$ cat config.mk
export PLATFORM = sky130hd
export DESIGN_NAME = ctrl_pipe_unit
export DESIGN_NICKNAME = d
export VERILOG_FILES = /design/src/rtl/ctrl_pipe_unit.sv
export SDC_FILE = /design/constraint.sdc
export NUM_CORES = 1
export LEC_CHECK = 0
export BUFFER_PORTS_ARGS = -buffer_cell sky130_fd_sc_hd__buf_4
export CORE_MARGIN = 4
export CORE_UTILIZATION = 35
export DETAILED_ROUTE_END_ITERATION = 8
export GPL_ROUTABILITY_DRIVEN = 0
export SLEW_MARGIN = 20
export SYNTH_ARGS = -nofsm -noshare
export SYNTH_HDL_FRONTEND = slang
export SYNTH_SLANG_ARGS = --single-unit
$ cat constraint.sdc
create_clock -name clk -period 1.7 [get_ports clk]
set_input_delay 0.17 -clock clk [delete_from_list [all_inputs] [get_ports clk]]
set_output_delay 0.17 -clock clk [all_outputs]
set_load 0.03 [all_outputs]
$ cat src/rtl/ctrl_pipe_unit.sv
`default_nettype none
// ==========================================================================
// ctrl_pipe_unit - MIPS main control decode with ID/EX, EX/MEM, MEM/WB bundles
// Revision: 1.0
// ==========================================================================
module ctrl_pipe_unit #(
  parameter int OP_W        = 6,
  parameter int REG_AW      = 5,
  parameter bit HAZARD_EN   = 1'b1,
  parameter int STALL_CNT_W = 16
) (
  input  logic                   clk,
  input  logic                   rst,
  input  logic [OP_W-1:0]        opcode,
  input  logic                   id_valid,
  input  logic [REG_AW-1:0]      id_rs,
  input  logic [REG_AW-1:0]      id_rt,
  input  logic                   flush,
  output logic [1:0]             ex_wb,
  output logic [2:0]             ex_m,
  output logic [3:0]             ex_ex,
  output logic [REG_AW-1:0]      ex_rt,
  output logic [1:0]             mem_wb,
  output logic [2:0]             mem_m,
  output logic [1:0]             wb_wb,
  output logic                   illegal,
  output logic                   stall,
  output logic [STALL_CNT_W-1:0] stall_cnt
);

  localparam logic [OP_W-1:0] OP_RTYPE = OP_W'(6'b000000);
  localparam logic [OP_W-1:0] OP_LW    = OP_W'(6'b100011);
  localparam logic [OP_W-1:0] OP_SW    = OP_W'(6'b101011);
  localparam logic [OP_W-1:0] OP_BEQ   = OP_W'(6'b000100);
  localparam logic [OP_W-1:0] OP_ADDI  = OP_W'(6'b001000);

  logic [1:0]             dec_wb;
  logic [2:0]             dec_m;
  logic [3:0]             dec_ex;
  logic                   dec_ill;
  logic                   hazard_w;

  logic [1:0]             ex_wb_q,  ex_wb_d;
  logic [2:0]             ex_m_q,   ex_m_d;
  logic [3:0]             ex_ex_q,  ex_ex_d;
  logic [REG_AW-1:0]      ex_rt_q,  ex_rt_d;
  logic                   ill_q,    ill_d;
  logic [1:0]             mem_wb_q;
  logic [2:0]             mem_m_q;
  logic [1:0]             wb_wb_q;
  logic [STALL_CNT_W-1:0] cnt_q,    cnt_d;

  always_comb begin
    dec_wb  = 2'b00;
    dec_m   = 3'b000;
    dec_ex  = 4'b0000;
    dec_ill = 1'b0;
    case (opcode)
      OP_RTYPE: begin dec_wb = 2'b10; dec_m = 3'b000; dec_ex = 4'b1100; end
      OP_LW:    begin dec_wb = 2'b11; dec_m = 3'b010; dec_ex = 4'b0001; end
      OP_SW:    begin dec_wb = 2'b00; dec_m = 3'b001; dec_ex = 4'b0001; end
      OP_BEQ:   begin dec_wb = 2'b00; dec_m = 3'b100; dec_ex = 4'b0010; end
      OP_ADDI:  begin dec_wb = 2'b10; dec_m = 3'b000; dec_ex = 4'b0001; end
      default:  dec_ill = 1'b1;
    endcase
  end

  // A load in EX whose destination (never $zero) feeds the ID instruction.
  assign hazard_w = ex_m_q[1] && (ex_rt_q != '0) &&
                    ((ex_rt_q == id_rs) || (ex_rt_q == id_rt));
  assign stall    = HAZARD_EN && id_valid && !flush && !rst && hazard_w;

  always_comb begin
    ex_wb_d = 2'b00;
    ex_m_d  = 3'b000;
    ex_ex_d = 4'b0000;
    ex_rt_d = '0;
    ill_d   = 1'b0;
    if (id_valid && !flush && !stall) begin
      ex_wb_d = dec_wb;
      ex_m_d  = dec_m;
      ex_ex_d = dec_ex;
      ex_rt_d = id_rt;
      ill_d   = dec_ill;
    end
  end

  always_comb begin
    cnt_d = cnt_q;
    if (stall && (cnt_q != '1)) cnt_d = cnt_q + STALL_CNT_W'(1);
  end

  always_ff @(posedge clk) begin
    if (rst) begin
      ex_wb_q  <= 2'b00;
      ex_m_q   <= 3'b000;
      ex_ex_q  <= 4'b0000;
      ex_rt_q  <= '0;
      ill_q    <= 1'b0;
      mem_wb_q <= 2'b00;
      mem_m_q  <= 3'b000;
      wb_wb_q  <= 2'b00;
      cnt_q    <= '0;
    end else begin
      ex_wb_q  <= ex_wb_d;
      ex_m_q   <= ex_m_d;
      ex_ex_q  <= ex_ex_d;
      ex_rt_q  <= ex_rt_d;
      ill_q    <= ill_d;
      mem_wb_q <= ex_wb_q;
      mem_m_q  <= ex_m_q;
      wb_wb_q  <= mem_wb_q;
      cnt_q    <= cnt_d;
    end
  end

  assign ex_wb     = ex_wb_q;
  assign ex_m      = ex_m_q;
  assign ex_ex     = ex_ex_q;
  assign ex_rt     = ex_rt_q;
  assign illegal   = ill_q;
  assign mem_wb    = mem_wb_q;
  assign mem_m     = mem_m_q;
  assign wb_wb     = wb_wb_q;
  assign stall_cnt = cnt_q;

endmodule
`default_nettype wire
==> metrics.txt, run 1 <==
status finished, violations left; failing checks setup timing; layout cell share with drive strength beyond 1 57.7%; PortBufs 58; setup slack at placement -0.144 ns; first-pass GRT wire length 6940 um; final hold viol count 0; CTS hold repair buffers 0; Setup crit start ex_rt[0]$_SDFF_PP0_; Compound-Gate Fraction of Synth Area 8.76%; num rows 25; Post-Syn Area per Cell 8.93 um^2; DR vias/cell 4.92; relative slew slack 71.6%; first drt pass iteration count 4; yosys warns 0; most frequent cell after synthesis dfxtp_1; Antenna diodes 0; fmax 0.536 GHz; post-synthesis async set-or-reset flop share 0%; # nets final 300; Worst setup SP type register; CTS tree done; XOR/XNOR Fraction of Synth Area 5.11%; htree depth 2; total number of vias 1702; number of synthesized flops with an enable pin 0; Power Dens Cells 587 nW/um^2; Cell Count Post-Placement 330; die width 78.0 um; Worst R2R Path Depth 6; VDD IR max 0.409 mV; main combinational cell family by area after synthesis simple AND/OR/NAND/NOR gates; RR Startpoint ex_rt[0]$_SDFF_PP0_; Leakage 0.00120 uW; CTS Buf Count 5; Synth Area in Adders 0.730%; final std cells w/o fill 346; Yosys reg bits 37; CTS Buffer Depth 2; post-route cell area 2860 um^2; initial antenna violation count 0; Critical Path Fanout Max 13; CP cell instances xor2_1 > nor3_2 > a32oi_2 > buf_12 > or4_4 > a211oi_2; DRC 0; sequential power share 51.2%; largest net degree at the start of global routing 31; Seq/Total Area, Yosys 43.2%; post-synthesis mux area share 5.26%; Worst Hold Class in2reg; CP required 1.91 ns; Max Cap Violations 0; Final Slew Violations 0; RSZ-0062 raised after global routing true; Clock Power Share 39.9%; Worst Max-Slew Pin Slew 0.422 ns; CP Capture Type register; commonest cells in the netlist 37 x dfxtp_1, 21 x nor2_1, 15 x nor2b_1, 11 x nand2_1, 10 x nor4_1; drt wl/cell 12.8 um; Initial Util 36.3%; Final ANT Viol Nets 0; P&R area growth vs syn 67.1%; most frequently used flop master after synthesis dfxtp_1; Post-DP Area 2490 um^2; Post-Synthesis Cells 192; CTS Sinks 37; Routed WL 4440 um; fin crit share 110%; Cell Area, Synth 1710 um^2; Area contributors post-synth dfxtp_1 43%, nor2b_1 5.5%, nor2_1 4.6%; switch share 23.2%; hpwl dp 3120 um; Core ar. 4720 um^2; clock skew 0.00395 ns; area leader, netlist dfxtp_1; Crit Path Category reg2reg; Synth top area share 43.2%; # IOs 59; grt ovf 0; crit path DAT 2.08 ns; root buffer cell clkbuf_8; Yosys cell types 35; vias in the first global route 1613; reg2reg end stall_cnt[10]$_SDFFE_PP0P_; filler cell count 449; Final min period 1.87 ns; CTS clk-pin slew, worst paths 0.07 ns; Tot GR Track Use 14.0%; Die Y 78.0 um; post-route setup slack -0.167 ns; initial drt markers 38; crit-path max cell delay 0.51 ns; crit path capture stall_cnt[10]$_SDFFE_PP0P_; internal power 1290 uW; hold path startpoint id_rt[1]; FF-to-FF setup slack -0.17 ns; Logic pwr share 8.9%; Net Count, Synth 213; die area 6080 um^2; NetSw 390 uW; Simple-Gate Fraction of Synth Area 31.2%; Setup violations, final 30; slowest CP cell or4_4; later-pin clock latency in the skew report 0.28 ns
area by class of cell:
type | count | area (um^2) | area share (%)
clock buffer | 6 | 93.8 | 3.28
clock inverter | 1 | 5.00 | 0.175
inverter | 8 | 30.0 | 1.05
multi-input combinational | 137 | 1130 | 39.5
sequential | 37 | 788 | 27.5
tap | 67 | 83.8 | 2.93
timing repair buffer | 90 | 732 | 25.6
metal layers:
metal | global-route usage, % | wire (um) | part of all wire (%)
met5 | 0 | 0 | 0
met3 | 5.68 | 367 | 8.3
met1 | 14.6 | 1870 | 42
met2 | 25.5 | 2150 | 48
met4 | 4.20 | 55 | 1.2
state kept, by name, indices dropped and copies added (netlist names):
name / count
stall_cnt: 16
ex_rt: 5
ex_ex: 3
ex_m: 3
mem_m: 3
ex_wb: 2
mem_wb: 2
wb_wb: 2
illegal: 1
kinds of logic after synthesis:
logic type / count (synthesis)
and+or+nand+nor: 95
DFF: 37
AOI/OAI and AO/OA: 22
buffers and inverters: 19
xor gates and xnor gates: 10
muxes: 8
adders and majority gates: 1
power by group through the flow:
stage	logic, uW	registers [uW]	clock network (uW)
global placement	132	880	0
global route	163	861	736
floorplan	59.1	890	0
CTS	143	860	701
detailed placement	133	880	0
finish	149	861	671
what timing repair did:
| item | in CTS | in global routing |
|---|---|---|
| setup endpoints to repair | 29 | 30 |
| pin swaps | 9 | 6 |
| gates cloned | 0 | 3 |
| buffers inserted | 3 | 3 |
| gates resized for setup | 18 | 23 |
per-stage QoR:
| step | hold WS (ns) | power, uW | setup TNS [ns] | utilization (%) |
|---|---|---|---|---|
| floorplan | 0.273 | 949 | -0.654 | - |
| global placement | 0.399 | 1010 | -0.988 | 52.7 |
| detailed placement | 0.404 | 1010 | -2.26 | 52.7 |
| CTS | 0.0951 | 1700 | -2.32 | 57.0 |
| global route | 0.103 | 1760 | -4.91 | 60.6 |
| finish | 0.110 | 1680 | -2.60 | 60.6 |
how the worst min path moves through the flow:
stage | endpoint | slack (ns) | depth (start not counted)
after floorplan | ex_rt[0]$_SDFF_PP0_ | 0.27 | 2
after global placement | ex_rt[2]$_SDFF_PP0_ | 0.40 | 3
after detailed placement | ex_rt[2]$_SDFF_PP0_ | 0.40 | 3
after CTS | ex_rt[2]$_SDFF_PP0_ | 0.1 | 3
after global routing | ex_rt[1]$_SDFF_PP0_ | 0.10 | 3
final | ex_rt[1]$_SDFF_PP0_ | 0.11 | 3
critical path: cells and delay by family (launching register included):
family | cells | cell delay, ns
AND/OR/NAND/NOR | 2 | 0.73
flip-flops | 1 | 0.37
AO/OA/AOI/OAI | 2 | 0.35
buffers and inverters | 1 | 0.18
XOR/XNOR | 1 | 0.17
cell usage in the layout, fill, tap and decap left out, drive strengths merged, types with 2 or more instances in the layout:
cell type,Yosys,layout
buf,6,89
dfxtp,37,37
nor2,21,21
nor2b,15,15
nand2,11,11
nor4,10,10
xor2,8,8
inv,8,8
a21oi,8,8
or4,8,8
mux2,8,8
nand3,7,7
clkbuf,5,7
nor3,6,6
o31ai,6,6
nor4b,5,5
nand4,4,4
o21ai,4,4
or2,2,3
or3,3,3
xnor2,2,2
a32oi,2,2
(Power assumes the default switching activity.)
==> run 2, diff against run 1 <==
Settings changed: MAX_ROUTING_LAYER set to met4.
==> run 2 against run 1 <==
  * The run still ends with setup timing left
  * Cell count is the same
  * Clock skew shrank 0.00052 ns
  * Count of clock-buffer cells in the layout is the same
  * Sequential share of layout area is the same
  * Critical path type unchanged
  * Die area is the same
  * Flip-flop and latch count is the same
  * Setup slack lost 0.021 ns
==> metrics.txt, run 2 (synthesis results as in run 1) <==
first-pass GRT wire length 6940 um (unchanged); CTS tree done; die width 78.0 um (unchanged); setup slack at placement -0.144 ns (unchanged); hold path startpoint id_rt[1]; Final Slew Violations 0 (unchanged); Fin Setup TNS -2.63 ns (-0.0362 ns); Max Cap Violations 0 (unchanged); post-route cell area 2860 um^2 (unchanged); Worst Hold Class in2reg; reg2reg end stall_cnt[10]$_SDFFE_PP0P_; CP required 1.91 ns (about the same); end-of-flow core utilization 60.6% (unchanged); largest net degree at the start of global routing 31 (unchanged); number of flip-flops in the largest register 16 (unchanged); DRC 0 (unchanged); relative slew slack 71.7% (+0.072 points); commonest non-fill, non-tap cell in the layout buf_4; DR vias/cell 4.92 (+0.12%); PortBufs 58 (unchanged); vias in the first global route 1613 (unchanged); Core ar. 4720 um^2 (unchanged); final hold viol count 0 (unchanged); drt wl/cell 12.9 um (+0.29%); hpwl dp 3120 um (unchanged); CTS Buf Count 5 (unchanged); layout cell share with drive strength beyond 1 57.3% (-0.36 points); Leakage 0.00120 uW (about the same); Post-DP Area 2490 um^2 (unchanged); # nets final 300 (unchanged); later-pin clock latency in the skew report 0.28 ns (about the same); htree depth 2 (unchanged); num rows 25 (unchanged); Die Y 78.0 um (unchanged); clock skew 0.00343 ns (-0.000517 ns); grt ovf 0 (unchanged); Antenna diodes 0 (unchanged); Final min period 1.89 ns (+0.0213 ns); status finished, violations left; RSZ-0062 raised after global routing true; die area 6080 um^2 (unchanged); worst hold stages 3 (unchanged); Crit Path Category reg2reg; RR Startpoint ex_rt[0]$_SDFF_PP0_; Critical Path Fanout Max 13 (unchanged); failing checks setup timing; CP Capture Type register; total number of vias 1704 (+0.12%); Worst Max-Slew Pin Slew 0.421 ns (-0.00108 ns); highest-count cells in the layout ignoring fill and taps 81 x buf_4, 21 x dfxtp_1, 15 x nor2_1, 15 x nor2b_1, 11 x dfxtp_4; CTS hold repair buffers 0 (unchanged); post-route setup slack -0.188 ns (-0.0213 ns); CTS clk-pin slew, worst paths 0.07 ns (about the same); initial antenna violation count 0 (unchanged); P&R area growth vs syn 67.1% (unchanged); initial drt markers 58 (+53%); Worst setup SP type register; fin crit share 111% (+1.3 points); end of the worst hold path ex_rt[1]$_SDFF_PP0_; VDD IR max 0.407 mV (-0.29%); CTS Buffer Depth 2 (unchanged); Setup violations, final 30 (unchanged); first drt pass iteration count 4 (unchanged); # IOs 59 (unchanged); crit path DAT 2.10 ns (+0.02 ns); Final ANT Viol Nets 0 (unchanged); CTS Sinks 37 (unchanged); Routed WL 4450 um (+0.29%); FF-to-FF setup slack -0.19 ns (-0.02 ns); Initial Util 36.3% (unchanged); Worst R2R Path Depth 6 (unchanged); Tot GR Track Use 14.4% (+0.38 points); root buffer cell clkbuf_8; Power Dens Cells 587 nW/um^2 (about the same); fmax 0.530 GHz (-1.1%)
-- run 2: through the flow --
step / cells / power, uW / hold slack [ns]
6_report: 346 / 1680 / 0.110
5_1_grt: 346 / 1760 / 0.103
4_1_cts: 340 / 1700 / 0.0951
3_5_place_dp: 330 / 1010 / 0.404
3_3_place_gp: 330 / 1010 / 0.399
2_1_floorplan: 192 / 949 / 0.273
-- run 2: how the worst max path moves through the flow --
stage,startpoint,end,slack [ns],cells after the start
final,ex_rt[0]$_SDFF_PP0_,stall_cnt[10]$_SDFFE_PP0P_,-0.19,6
after global routing,ex_rt[0]$_SDFF_PP0_,stall_cnt[10]$_SDFFE_PP0P_,-0.29,6
after CTS,ex_rt[3]$_SDFF_PP0_,stall_cnt[10]$_SDFFE_PP0P_,-0.16,6
after detailed placement,ex_rt[1]$_SDFF_PP0_,stall_cnt[1]$_SDFFE_PP0P_,-0.14,5
after global placement,ex_rt[0]$_SDFF_PP0_,stall_cnt[12]$_SDFFE_PP0P_,-0.12,6
after floorplan,stall_cnt[3]$_SDFFE_PP0P_,stall_cnt[14]$_SDFFE_PP0P_,-0.10,5
-- run 2: final cells by class --
class / count / area (um^2)
Tap cell: 67 / 83.8
Clock buffer: 6 / 93.8
Timing Repair Buffer: 90 / 732
Multi-Input combinational cell: 137 / 1130
Inverter: 8 / 30.0
Clock inverter: 1 / 5.00
Sequential cell: 37 / 788
Fill cell: 447 / 1860
-- run 2: repair_timing --
item | CTS | global route
setup endpoints to repair | 29 | 30
setup buffers | 3 | 3
pin swaps | 9 | 5
hold endpoints to repair | 0 | 0
resized for setup | 18 | 23
cloned | 0 | 3
-- run 2: metal layers --
metal  part of all wire, %  wire length [um]  vias to the layer above  track usage (%)
met1                    42              1880                      784             14.9
met4                  0.99                44                        0             4.20
met5                     0                 0                        -                -
li1                      -                 -                      858                -
met2                    49              2180                       56             25.5
met3                   8.0               356                        6             5.22
-- run 2: critical path: stages (launching register included) --
cell and delay [ns]:
dfxtp_4 0.37, xor2_1 0.17, nor3_2 0.22, a32oi_2 0.18, buf_12 0.18, or4_1 0.52
a211oi_2 0.19
-- run 2: power by group --
group | internal [uW] | switching [uW] | leakage (uW)
Combinational | 68.1 | 81.3 | 0.000840
Clock | 367 | 304 | 0.0000522
Sequential | 856 | 4.92 | 0.000310
==> run 3, diff against run 2 <==
Settings changed: BUFFER_PORTS_ARGS -buffer_cell sky130_fd_sc_hd__buf_4 to -buffer_cell sky130_fd_sc_hd__buf_2.
==> run 3 against run 2 <==
  * The flow still finishes with violations (setup timing)
  * Flip-flop and latch count unchanged
  * Clock power increased by 12%
  * Hold slack got worse by 0.021 ns
  * Largest cell class unchanged
  * First-iteration DRC count decreased by 22%
  * Largest power group unchanged
==> metrics.txt, run 3 (synthesis results as in run 1) <==
Critical Path Fanout Max 6 (-7); Final ANT Viol Nets 0 (unchanged); initial drt markers 45 (-22%); later-pin clock latency in the skew report 0.30 ns (+0.02 ns); post-route setup slack -0.241 ns (-0.0522 ns); vias in the first global route 1637 (+1.5%); fin crit share 114% (+3.1 points); first-pass GRT wire length 7250 um (+4.5%); CTS Sinks 37 (unchanged); die area 6080 um^2 (unchanged); # nets final 307 (+2.3%); relative slew slack 61.5% (-10 points); total chip power 1770 uW (+5.2%); total number of vias 1731 (+1.6%); die width 78.0 um (unchanged); crit path DAT 2.13 ns (+0.03 ns); DR vias/cell 4.89 (-0.71%); num rows 25 (unchanged); setup slack at placement -0.202 ns (-0.0590 ns); first drt pass iteration count 4 (unchanged); clock skew 0.00456 ns (+0.00113 ns); Final min period 1.94 ns (+0.0522 ns); # IOs 59 (unchanged); Power Dens Cells 595 nW/um^2 (+1.4%); CTS Buffer Depth 2 (unchanged); layout cell share with drive strength beyond 1 62.0% (+4.7 points); Leakage 0.00132 uW (+10%); Min Hold Slack 0.0890 ns (-0.0207 ns); CP required 1.89 ns (-0.02 ns); filler cell count 401 (-10%); VDD IR max 0.488 mV (+20%); Worst Hold Class in2reg; P&R area growth vs syn 73.3%; highest-count cells in the layout ignoring fill and taps 57 x buf_2, 26 x buf_4, 21 x dfxtp_1; Initial Util 36.3% (unchanged); hpwl dp 3040 um (-2.7%); Setup violations, final 30 (unchanged); largest net degree at the start of global routing 31 (unchanged); final std cells w/o fill 354 (+2.3%); failing checks setup timing; Routed WL 4870 um (+9.5%); Worst Max-Slew Pin Slew 0.574 ns (+0.153 ns); status finished, violations left; htree depth 2 (unchanged); end-of-flow core utilization 62.9% (+2.3 points); commonest non-fill, non-tap cell in the layout buf_2; Core ar. 4720 um^2 (unchanged); drt wl/cell 13.8 um (+7.0%); CP Capture Type register; CTS tree done; DRC 0 (unchanged); Antenna diodes 0 (unchanged); RSZ-0062 raised after global routing true; root buffer cell clkbuf_8; final hold viol count 0 (unchanged); Worst setup SP type register; fmax 0.515 GHz (-2.7%); number of flip-flops in the largest register 16 (unchanged); PortBufs 58 (unchanged); Cell Count Post-Placement 331 (+0.30%); Crit Path Category reg2reg; CTS Buf Count 5 (unchanged); Final Slew Violations 0 (unchanged); CTS clk-pin slew, worst paths 0.08 ns (about the same); Tot GR Track Use 15.3% (+0.90 points); initial antenna violation count 0 (unchanged); grt ovf 0 (unchanged); Die Y 78.0 um (unchanged); Max Cap Violations 0 (unchanged)
-- run 3: cell count changes in the layout (fill, tap and decap cells not counted), sizes merged --
cell / previous run / this run
buf: 89 / 97
clkbuf: 7 / 8
clkinv: 1 / 0
inv: 8 / 9
or2: 3 / 2
-- run 3: report_power, final --
| part | switching (uW) | internal [uW] | leakage [uW] |
|---|---|---|---|
| clock | 333 | 419 | 0.0000599 |
| sequential | 5.36 | 855 | 0.000310 |
| combinational | 92.3 | 63.8 | 0.000954 |
-- run 3: final cells by class --
cell class                      instances  area, um^2  area share (%)
Multi-Input combinational cell        136        1250            42.0
Sequential cell                        37         788            26.5
Timing Repair Buffer                   98         707            23.8
Clock buffer                            7         108            3.62
Tap cell                               67        83.8            2.82
Inverter                                8        30.0            1.01
Clock inverter                          1        6.26           0.211
-- run 3: layer usage --
metal	global-route usage (%)	wire length (um)	up-vias
met2	24.0	2350	54
met4	5.77	160	0
li1	-	-	877
met1	18.8	2090	784
met3	4.06	270	16
met5	-	0	-
-- run 3: worst paths after layout --
| check | startpoint | to | slack (ns) | depth (start not counted) |
|---|---|---|---|---|
| hold reg to reg | ex_m[0]$_SDFF_PP0_ | mem_m[0]$_SDFF_PP0_ | 0.46 | 1 |
| setup reg to reg | ex_rt[3]$_SDFF_PP0_ | stall_cnt[12]$_SDFFE_PP0P_ | -0.24 | 7 |
| hold / removal | id_rt[2] | ex_rt[2]$_SDFF_PP0_ | 0.09 | 3 |
| setup / recovery | ex_rt[3]$_SDFF_PP0_ | stall_cnt[12]$_SDFFE_PP0P_ | -0.24 | 7 |
-- run 3: through the flow --
step | area [um^2] | setup TNS, ns
4_1_cts | 2690 | -3.83
3_3_place_gp | 2360 | -1.76
3_5_place_dp | 2360 | -2.47
6_report | 2970 | -4.36
2_1_floorplan | 1850 | -0.654
5_1_grt | 2970 | -6.77
-- run 3: worst max-delay path, stage by stage, from the launching register on --
cell and delay (ns):
dfxtp_4 0.37, xor2_2 0.16, nor3_4 0.24, a32oi_4 0.17, buf_12 0.17, buf_6 0.11
nor4_4 0.29, mux2_4 0.32
-- run 3: what timing repair did --
item	4_1_cts	5_1_grt
pin swaps	16	12
buffers inserted	7	6
hold buffers	0	0
cloned	1	1
setup endpoints to repair	30	31
resized for setup	22	42
